File: config.mk
export PLATFORM = sky130hd
export DESIGN_NAME = brat_checkpoint
export DESIGN_NICKNAME = d
export VERILOG_FILES = /design/src/rtl/brat_checkpoint_pkg.sv /design/src/rtl/brat_checkpoint_entry.sv /design/src/rtl/brat_checkpoint.sv
export SDC_FILE = /design/constraint.sdc
export NUM_CORES = 2
export LEC_CHECK = 0
export ABC_AREA = 1
export CAP_MARGIN = 20
export CORE_MARGIN = 4
export CORE_UTILIZATION = 35
export CTS_BUF_LIST = sky130_fd_sc_hd__clkbuf_4
export DETAILED_ROUTE_END_ITERATION = 6
export PLACE_DENSITY_LB_ADDON = 0.3
export SLEW_MARGIN = 20
export SYNTH_ARGS = -nofsm -noshare
export SYNTH_HDL_FRONTEND = slang
export SYNTH_SLANG_ARGS = --single-unit
File: constraint.sdc
create_clock -name clock -period 8.3 [get_ports clock]
set_input_delay 1.66 -clock clock [delete_from_list [all_inputs] [get_ports clock]]
set_output_delay 1.66 -clock clock [all_outputs]
set_load 0.01 [all_outputs]
File: src/rtl/brat_checkpoint_pkg.sv
// Shared rename-stage sizing and the branch checkpoint slot record.
// Imported by the BRAT top and its per-slot storage.
package brat_checkpoint_pkg;

  localparam int ARCH_REGFILE_SIZE = 32;
  localparam int PHYS_REGFILE_SIZE = 64;
  localparam int PHYS_REG_TAG      = $clog2(PHYS_REGFILE_SIZE);
  localparam int ARCH_REG_TAG      = $clog2(ARCH_REGFILE_SIZE);
  localparam int BRAT_SIZE         = 4;
  localparam int BRAT_IDX_W        = $clog2(BRAT_SIZE);
  localparam int BRAT_CNT_W        = BRAT_IDX_W + 1;

  typedef logic [BRAT_IDX_W-1:0] BRAT_IDX;
  typedef logic [ARCH_REGFILE_SIZE-1:0][PHYS_REG_TAG-1:0] rat_map_t;
  typedef logic [ARCH_REGFILE_SIZE-1:0] rat_ready_t;

  typedef struct packed {
    rat_map_t   value;
    rat_ready_t ready;
    logic       valid;
    logic       resolved;
  } BRAT_ENTRY;

  // Per-register compare of a map against one broadcast tag.
  function automatic rat_ready_t cdb_hits(input rat_map_t map, input logic hit_valid,
                                          input logic [PHYS_REG_TAG-1:0] tag);
    rat_ready_t hits;
    for (int i = 0; i < ARCH_REGFILE_SIZE; i++) begin
      hits[i] = hit_valid && (map[i] == tag);
    end
    return hits;
  endfunction

endpackage

File: src/rtl/brat_checkpoint_entry.sv
// One checkpoint slot: snapshot write, CDB ready-bit tracking and a read
// port whose ready bits already include this cycle's broadcast.
module brat_checkpoint_entry
  import brat_checkpoint_pkg::*;
(
  input  logic                    clock,
  input  logic                    reset,
  input  logic                    write,
  input  rat_map_t                write_value,
  input  rat_ready_t              write_ready,
  input  logic                    clear,
  input  logic                    set_resolved,
  input  logic                    cdb_valid,
  input  logic [PHYS_REG_TAG-1:0] cdb_tag,
  output logic                    valid,
  output logic                    resolved,
  output rat_map_t                value,
  output rat_ready_t              ready_fwd
);

  BRAT_ENTRY  slot;
  rat_ready_t stored_hits;
  rat_ready_t write_hits;

  assign stored_hits = cdb_hits(slot.value, cdb_valid, cdb_tag);
  assign write_hits  = cdb_hits(write_value, cdb_valid, cdb_tag);

  assign valid     = slot.valid;
  assign resolved  = slot.resolved;
  assign value     = slot.value;
  assign ready_fwd = slot.ready | stored_hits;

  always_ff @(posedge clock) begin
    if (!reset) begin
      slot <= '0;
    end else if (write) begin
      slot.value    <= write_value;
      slot.ready    <= write_ready | write_hits;
      slot.valid    <= 1'b1;
      slot.resolved <= 1'b0;
    end else if (clear) begin
      slot.valid    <= 1'b0;
      slot.resolved <= 1'b0;
    end else if (slot.valid) begin
      slot.ready <= slot.ready | stored_hits;
      if (set_resolved) slot.resolved <= 1'b1;
    end
  end

endmodule

File: src/rtl/brat_checkpoint.sv
// Branch checkpoint store: in-order ring of RAT snapshots, freed when resolved
// correct, restored and squashed (with all younger slots) on a mispredict.
module brat_checkpoint
  import brat_checkpoint_pkg::*;
(
  input  logic                    clock,
  input  logic                    reset,
  input  logic                    stall,
  input  logic                    take_valid,
  input  rat_map_t                rat_value_in,
  input  rat_ready_t              rat_ready_in,
  output logic                    take_ack,
  output BRAT_IDX                 take_id,
  output logic                    full,
  output logic [BRAT_CNT_W-1:0]   count,
  output logic [BRAT_SIZE-1:0]    live_mask,
  input  logic                    resolve_valid,
  input  BRAT_IDX                 resolve_id,
  input  logic                    resolve_mispredict,
  input  logic                    cdb_valid,
  input  logic [PHYS_REG_TAG-1:0] cdb_tag,
  output logic                    checkpoint_write,
  output rat_map_t                checkpoint_rat_value_out,
  output rat_ready_t              checkpoint_rat_ready_out,
  output logic [BRAT_SIZE-1:0]    squash_mask
);

  BRAT_IDX                     head;
  BRAT_IDX                     tail;
  BRAT_IDX                     mis_dist;
  BRAT_IDX                     age [BRAT_SIZE];
  logic [BRAT_SIZE-1:0]        live;
  logic [BRAT_SIZE-1:0]        slot_resolved;
  rat_map_t                    ent_value [BRAT_SIZE];
  rat_ready_t                  ent_ready [BRAT_SIZE];
  logic                        mis;
  logic                        res_ok;
  logic                        pop;

  assign mis    = reset && resolve_valid && resolve_mispredict && live[resolve_id];
  assign res_ok = reset && resolve_valid && !resolve_mispredict && live[resolve_id];

  // Mispredicting a stale resolved head must not also pop it.
  assign pop = reset && live[head] &&
               (slot_resolved[head] || (res_ok && resolve_id == head)) &&
               !(mis && resolve_id == head);

  assign full      = (count == BRAT_CNT_W'(BRAT_SIZE));
  assign take_ack  = reset && take_valid && !stall && !full && !mis;
  assign take_id   = tail;
  assign live_mask = live;
  assign mis_dist  = resolve_id - head;

  genvar k;
  generate
    for (k = 0; k < BRAT_SIZE; k++) begin : g_slot
      // Age relative to head orders slots oldest-first across the wrap.
      assign age[k]         = BRAT_IDX'(k) - head;
      assign squash_mask[k] = mis && live[k] && (age[k] >= mis_dist);

      brat_checkpoint_entry u_entry (
        .clock        (clock),
        .reset        (reset),
        .write        (take_ack && tail == BRAT_IDX'(k)),
        .write_value  (rat_value_in),
        .write_ready  (rat_ready_in),
        .clear        (squash_mask[k] || (pop && head == BRAT_IDX'(k))),
        .set_resolved (res_ok && resolve_id == BRAT_IDX'(k)),
        .cdb_valid    (cdb_valid),
        .cdb_tag      (cdb_tag),
        .valid        (live[k]),
        .resolved     (slot_resolved[k]),
        .value        (ent_value[k]),
        .ready_fwd    (ent_ready[k])
      );
    end
  endgenerate

  always_comb begin
    checkpoint_write         = mis;
    checkpoint_rat_value_out = '0;
    checkpoint_rat_ready_out = '0;
    if (mis) begin
      checkpoint_rat_value_out = ent_value[resolve_id];
      checkpoint_rat_ready_out = ent_ready[resolve_id];
    end
  end

  always_ff @(posedge clock) begin
    if (!reset) begin
      head  <= '0;
      tail  <= '0;
      count <= '0;
    end else begin
      if (pop) head <= head + 1'b1;
      if (mis) begin
        tail  <= resolve_id;
        count <= {1'b0, mis_dist} - BRAT_CNT_W'(pop);
      end else begin
        if (take_ack) tail <= tail + 1'b1;
        count <= count + BRAT_CNT_W'(take_ack) - BRAT_CNT_W'(pop);
      end
    end
  end

`ifdef DEBUG_MODE
  always_ff @(posedge clock) begin
    if (reset && resolve_valid) begin
      assert (live[resolve_id])
        else $error("brat_checkpoint: resolve of non-live slot %0d", resolve_id);
    end
  end
`endif

endmodule

== Word-level counts from Yosys, hierarchy flattened ==
Index checks and enable logic that the tools add are counted.

* Add/sub/neg operators: 10
* Magnitude comparators: 7
* Equality and inequality tests: 175
* Mux-type cells: 45
* Bitwise gates (word level): 7
* Reductions and logical operators: 228

{| class="wikitable"
|+ Operator list
! operator !! count
|-
| equality test 6 bit || 160
|-
| 2-to-1 mux 192 bit || 3
|-
| binary-select mux 192 bit (select 2 bit) || 1
|-
| 2-to-1 mux 32 bit || 11
|-
| logical AND 1 bit || 194
|-
| bitwise OR 32 bit || 5
|-
| 2-to-1 mux 34 bit || 4
|-
| binary-select mux 32 bit (select 2 bit) || 1
|-
| 2-to-1 mux 1 bit || 19
|-
| nonzero test 2 bit || 9
|-
| AND reduction 2 bit || 8
|-
| equality test 2 bit (second input constant) || 6
|-
| OR reduction 3 bit || 4
|-
| >= comparator 2 bit || 4
|-
| != test 2 x 1 -> 1 bit (second input constant) || 4
|-
| binary-select mux 1 bit (select 2 bit) || 3
|-
| equality test 2 x 1 -> 1 bit (second input constant) || 3
|-
| logical NOT 2 bit || 3
|-
| < comparator 2 x 3 -> 1 bit (second input constant) || 2
|-
| logical NOT 1 bit || 5
|-
| logical OR 1 bit || 5
|-
| adder 2 x 1 -> 2 bit (second input constant) || 2
|-
| 2-to-1 mux 2 bit || 2
|-
| subtractor 1 x 2 -> 2 bit (first input constant) || 2
|-
| 11 further kinds || 12
|}

* Bits in registers: 911
* Input port bits: 239
* Output and inout bits: 240
* Logic and storage cells: 615

== Longest topological paths before layout ==
* Depth after elaboration: 11
* Gate-level depth with buffers: 16
* Depth with buffers taken out: 16

== Cells and area by module ==
A second synthesis with hierarchy kept.

* Cells, all modules: 11,944
* Area, all modules: 72,552.1 um^2

{| class="wikitable"
|+ Modules (own cells, without submodules)
! module !! instances !! cells an instance !! area an instance (um^2) !! sequential area each (um^2)
|-
| brat_checkpoint_entry || 4 || 2,692 || 15,991.6 || 4,524.3
|-
| brat_checkpoint || 1 || 1,176 || 8,585.7 || 140.1
|}

== Worst setup path before layout ==
No wires, ideal clock.

* Kind: input -> output
* From: input port cdb_tag[1]
* To: output port checkpoint_rat_ready_out[2]
* Arrival time: 3.119 ns
* Required time: 6.640 ns
* Path slack: 3.521 ns
* Stages: 9
* Path buffers: 3
* Cell sequence: buf_2 > buf_2 > clkbuf_1 > nand2_1 > a21oi_1 > nand3_1 > nor2_1 > nor3_1 > nor3_1

* Longest elaborated chain between the ends: 7
* Elaborated cells on any way between the ends: 16
* Those cells by class: eq/ne: 4; mux: 4; bitwise: 4; reduce/logical: 4

{| class="wikitable"
|+ RTL lines
! element !! line !! text
|-
| from (decl) || brat_checkpoint.sv:21 || <nowiki>input logic [PHYS_REG_TAG-1:0] cdb_tag,</nowiki>
|-
| equality test 6 bit || brat_checkpoint_pkg.sv:29 || <nowiki>hits[i] = hit_valid && (map[i] == tag);</nowiki>
|-
| logical AND 1 bit || brat_checkpoint_pkg.sv:29 ||
|-
| bitwise OR 32 bit || brat_checkpoint_entry.sv:31 || <nowiki>assign ready_fwd = slot.ready | stored_hits;</nowiki>
|-
| binary-select mux 32 bit (select 2 bit) (*) || brat_checkpoint.sv:85 || <nowiki>checkpoint_rat_ready_out = ent_ready[resolve_id];</nowiki>
|-
| 2-to-1 mux 32 bit (implied by the code) (*) (2 in series) || brat_checkpoint.sv:85 ||
|-
| 2-to-1 mux 32 bit (*) || brat_checkpoint.sv:83 || <nowiki>if (mis) begin</nowiki>
|-
| to (decl) || brat_checkpoint.sv:24 || <nowiki>output rat_ready_t checkpoint_rat_ready_out,</nowiki>
|}

Mark *: on every way between the ends. The rest lies on a longest branch, timed or not. The select of a mux whose other input is x is not followed.

== Worst setup path after layout ==
* From: input port resolve_id[0]
* To: output port checkpoint_rat_ready_out[6]

* Longest elaborated chain between the ends: 5
* Elaborated cells on any way between the ends: 8
* Those cells by class: mux: 6; bitwise: 1; reduce/logical: 1

{| class="wikitable"
|+ RTL lines
! element !! line !! text
|-
| from (decl) || brat_checkpoint.sv:18 || <nowiki>input BRAT_IDX resolve_id,</nowiki>
|-
| NOT 2 -> 3 bit (implied by the code) || brat_checkpoint.sv:85 ||
|-
| binary-select mux 32 bit (select 2 bit) || brat_checkpoint.sv:85 ||
|-
| 2-to-1 mux 32 bit (implied by the code) (2 in series) || brat_checkpoint.sv:85 ||
|-
| 2-to-1 mux 32 bit (*) || brat_checkpoint.sv:83 ||
|}

Marked as above.

==> metrics.md <==
| Metric | Value |
|---|---|
| Status | finished, final reports clean |
| Drt initial violations | 7,729 |
| Die area | 154,000 um2 |
| CTS HTree Levels | 5 |
| Nets | 8,279 |
| Die height | 393 um |
| Final Max Tran Viols | 0 |
| Via density | 5.82 |
| Pre-CTS WS | 1.16 ns |
| First-pass GRT wire length | 354,000 um |
| Count of non-filler cells in the finished layout | 10,100 |
| Starting density of the core | 35.4% |
| Core Area | 146,000 um2 |
| CP required | 6.64 ns |
| Cell area after synthesis | 51,700 um2 |
| Number of placed instances, taps included | 9,646 |
| Vias in the first global route | 55,300 |
| Mean Syn Cell Area | 6.63 um2 |
| Post-synth top area share | 35.2% |
| Vias after detailed routing | 58,900 |
| Nature of the critical path endpoint | primary output |
| Power Internal | 0.00714 W |
| Clk root buf | clkbuf_4 |
| Power share of the sequential group | 44.0% |
| Final setup margin | 1.17 ns |
| Net Switching | 0.00310 W |
| Critical path class | in -> out |
| Layout cells sized above 1 | 7.37% |
| Final instance area | 60,600 um2 |
| Comb pwr share | 12.9% |
| Most common cell after layout, fill and taps aside | nand2_1 |
| Clock-pin slew on the worst setup and hold paths | 0.06 ns |
| Final Setup Violations | 0 |
| DRC viols | 0 |
| RSZ-0062 raised after global routing | no |
| Post-Syn Nets | 8,060 |
| Total Wirelength | 241,000 um |
| Critical path arrival | 5.47 ns |
| Post-cts resize count | 0 |
| CTS Buffer Depth | 4 |
| DP Wirelength | 144,000 um |
| TNS Setup | 0 ns |
| Worst Tran Pin Value | 1.23 ns |
| Placed instance area | 57,300 um2 |
| Clock tree sinks | 911 |
| Total grt overflow | 0 |
| PwrDens | 169 nW/um2 |
| Tcrit/Tclk final | 85.9% |
| Post-CTS setup buffers | 0 |
| Gpl congestion | 0.896 |
| Clock share of power | 43.1% |
| FF+latch count, synth | 911 |
| IO Pins | 479 |
| Row cnt | 140 |
| CTS Buf Count | 290 |
| CTS tree | yes |
| Leak | 21.0 nW |
| Peak VDD IR | 117 uV |
| Max cap viols | 0 |
| Final ANT Viol Nets | 0 |
| Most frequent cells in the layout | nand2_1, a21oi_1, dfxtp_1 |
| Port bufs | 478 |
| Drt pass-1 iters | 7 |
| Post-Synthesis Cells | 7,802 |
| Die width | 393 um |
| Synth top area cells | dfxtp_1, nand2_1, a21oi_1 |
| Total track usage | 30.0% |
| Largest net degree at the start of global routing | 184 |
| CTS Hold Bufs | 0 |
| Synth Warn # | 0 |
| Post-synthesis cell type count | 47 |
| Sw frac | 30.3% |
| Seq/Total Area, Yosys | 35.2% |
| Fin crit period | 7.13 ns |
| Clock skew | 0.164 ns |
| Startpoint types | input pin |
| CP max FO | 22 |
| Tightest Hold Check Type | reg -> reg |
| Drt wl/cell | 23.8 um |
| Post-synth top area cell | dfxtp_1 |
| Total power | 0.0102 W |
| Skew-Pair Late Insertion Delay | 1.36 ns |
| Post-synthesis to final-layout area growth | 17.1% |
| Max Fclk | 0.140 GHz |
| Hold Vio Cnt, Final | 0 |
| Initial antenna violation count | 11 |
| Relative slew slack | 17.9% |
-- kinds of logic (layout without fill, tap and decap cells) --
logic type               count (synthesis)  count (layout)  share of synthesized area (%)
AND/OR/NAND/NOR                       2864            2864                           22.4
AO/OA/AOI/OAI                         2453            2453                           26.6
buffers and inverters                 1233            1617                           9.72
flip-flops                             911             911                           35.2
XOR/XNOR                               322             322                           5.45
adder cells (fa/ha/maj)                 19              19                          0.503
other                                    0               7                              0
-- cell type report --
class                           count  area (um2)
Tap cell                         1917        2400
Multi-Input combinational cell   5658       28600
Fill cell                       15200       85700
Sequential cell                   911       18200
Timing Repair Buffer              575        5810
Clock buffer                      407        3060
Inverter                          585        2270
Antenna cell                        7        17.5
Clock inverter                     50         245
-- synthesized netlist by cell type (all sizes together) --
cell type  number
nand3         178
nand2        2003
nand4         117
a211oi          2
o2111a          2
xor2          117
nand3b          4
o2111ai        59
o211a           2
o221ai         16
clkinv          1
or3             1
buf           296
inv           584
or2            33
o22ai         194
o21a            9
a21o           20
nor2          425
o31ai           1
fa              3
o21bai         32
nor3b           1
dfxtp         911
a21oi         982
a31oi         208
and3            2
nor3           96
xnor2         205
ha             16
clkbuf        352
o211ai         25
o21ai         709
nor4            4
a22oi         192
-- flip-flops by register name, summed over array words and instances, names as in the netlist --
signal / count
take_id: 2
g_slot.u_entry.valid: 4
g_slot.u_entry.slot: 128
head: 2
g_slot.u_entry.value: 768
count: 3
g_slot.u_entry.resolved: 4
-- worst max-delay path, cell delays in order --
cell and delay (ns):
clkdlybuf4s50_1 0.57, inv_2 0.20, nand2_1 0.07, nand2_1 0.10, nand2_1 0.06, nand2_2 0.14
nand2_8 0.18, inv_2 0.57, buf_4 0.50, o21ai_0 0.18, nor3_1 0.56, clkdlybuf4s50_1 0.67
-- worst paths after layout --
check | slack [ns] | cells past startpoint | to | startpoint
max | 1.17 | 12 | checkpoint_rat_ready_out[6] | resolve_id[0]
min | 0.45 | 2 | g_slot[3].u_entry.resolved | g_slot[3].u_entry.resolved
max reg2reg | 3.01 | 14 | g_slot[3].u_entry.slot[18] | g_slot[0].u_entry.valid
min reg2reg | 0.45 | 2 | g_slot[3].u_entry.resolved | g_slot[3].u_entry.resolved
-- power by group through the flow --
| stage | clock network, W | logic (W) | registers, W |
|---|---|---|---|
| after CTS | 0.00448 | 0.00128 | 0.00450 |
| final | 0.00441 | 0.00132 | 0.00450 |
| after detailed placement | 0 | 0.00128 | 0.00460 |
| after global placement | 0 | 0.00127 | 0.00460 |
| after global routing | 0.00474 | 0.00140 | 0.00451 |
| after floorplan | 0 | 0.000727 | 0.00458 |
-- through the flow --
| stage | utilization [%] | hold slack (ns) |
|---|---|---|
| after floorplan | - | 0.424 |
| after global routing | 41.4 | 0.480 |
| after CTS | 41.4 | 0.454 |
| after detailed placement | 39.2 | 0.446 |
| after global placement | 39.2 | 0.440 |
| final | 41.4 | 0.454 |
-- routing by layer --
layer | up-vias | wire (um) | part of all wire [%] | track usage (%)
met2 | 3928 | 105000 | 44 | 46.1
met3 | 762 | 26800 | 11 | 6.70
li1 | 26800 | - | - | -
met1 | 27400 | 96300 | 40 | 39.2
met5 | - | 74 | 0.031 | 0
met4 | 4 | 12400 | 5.2 | 15.6
No activity file was read; power rests on OpenSTA's default activity.
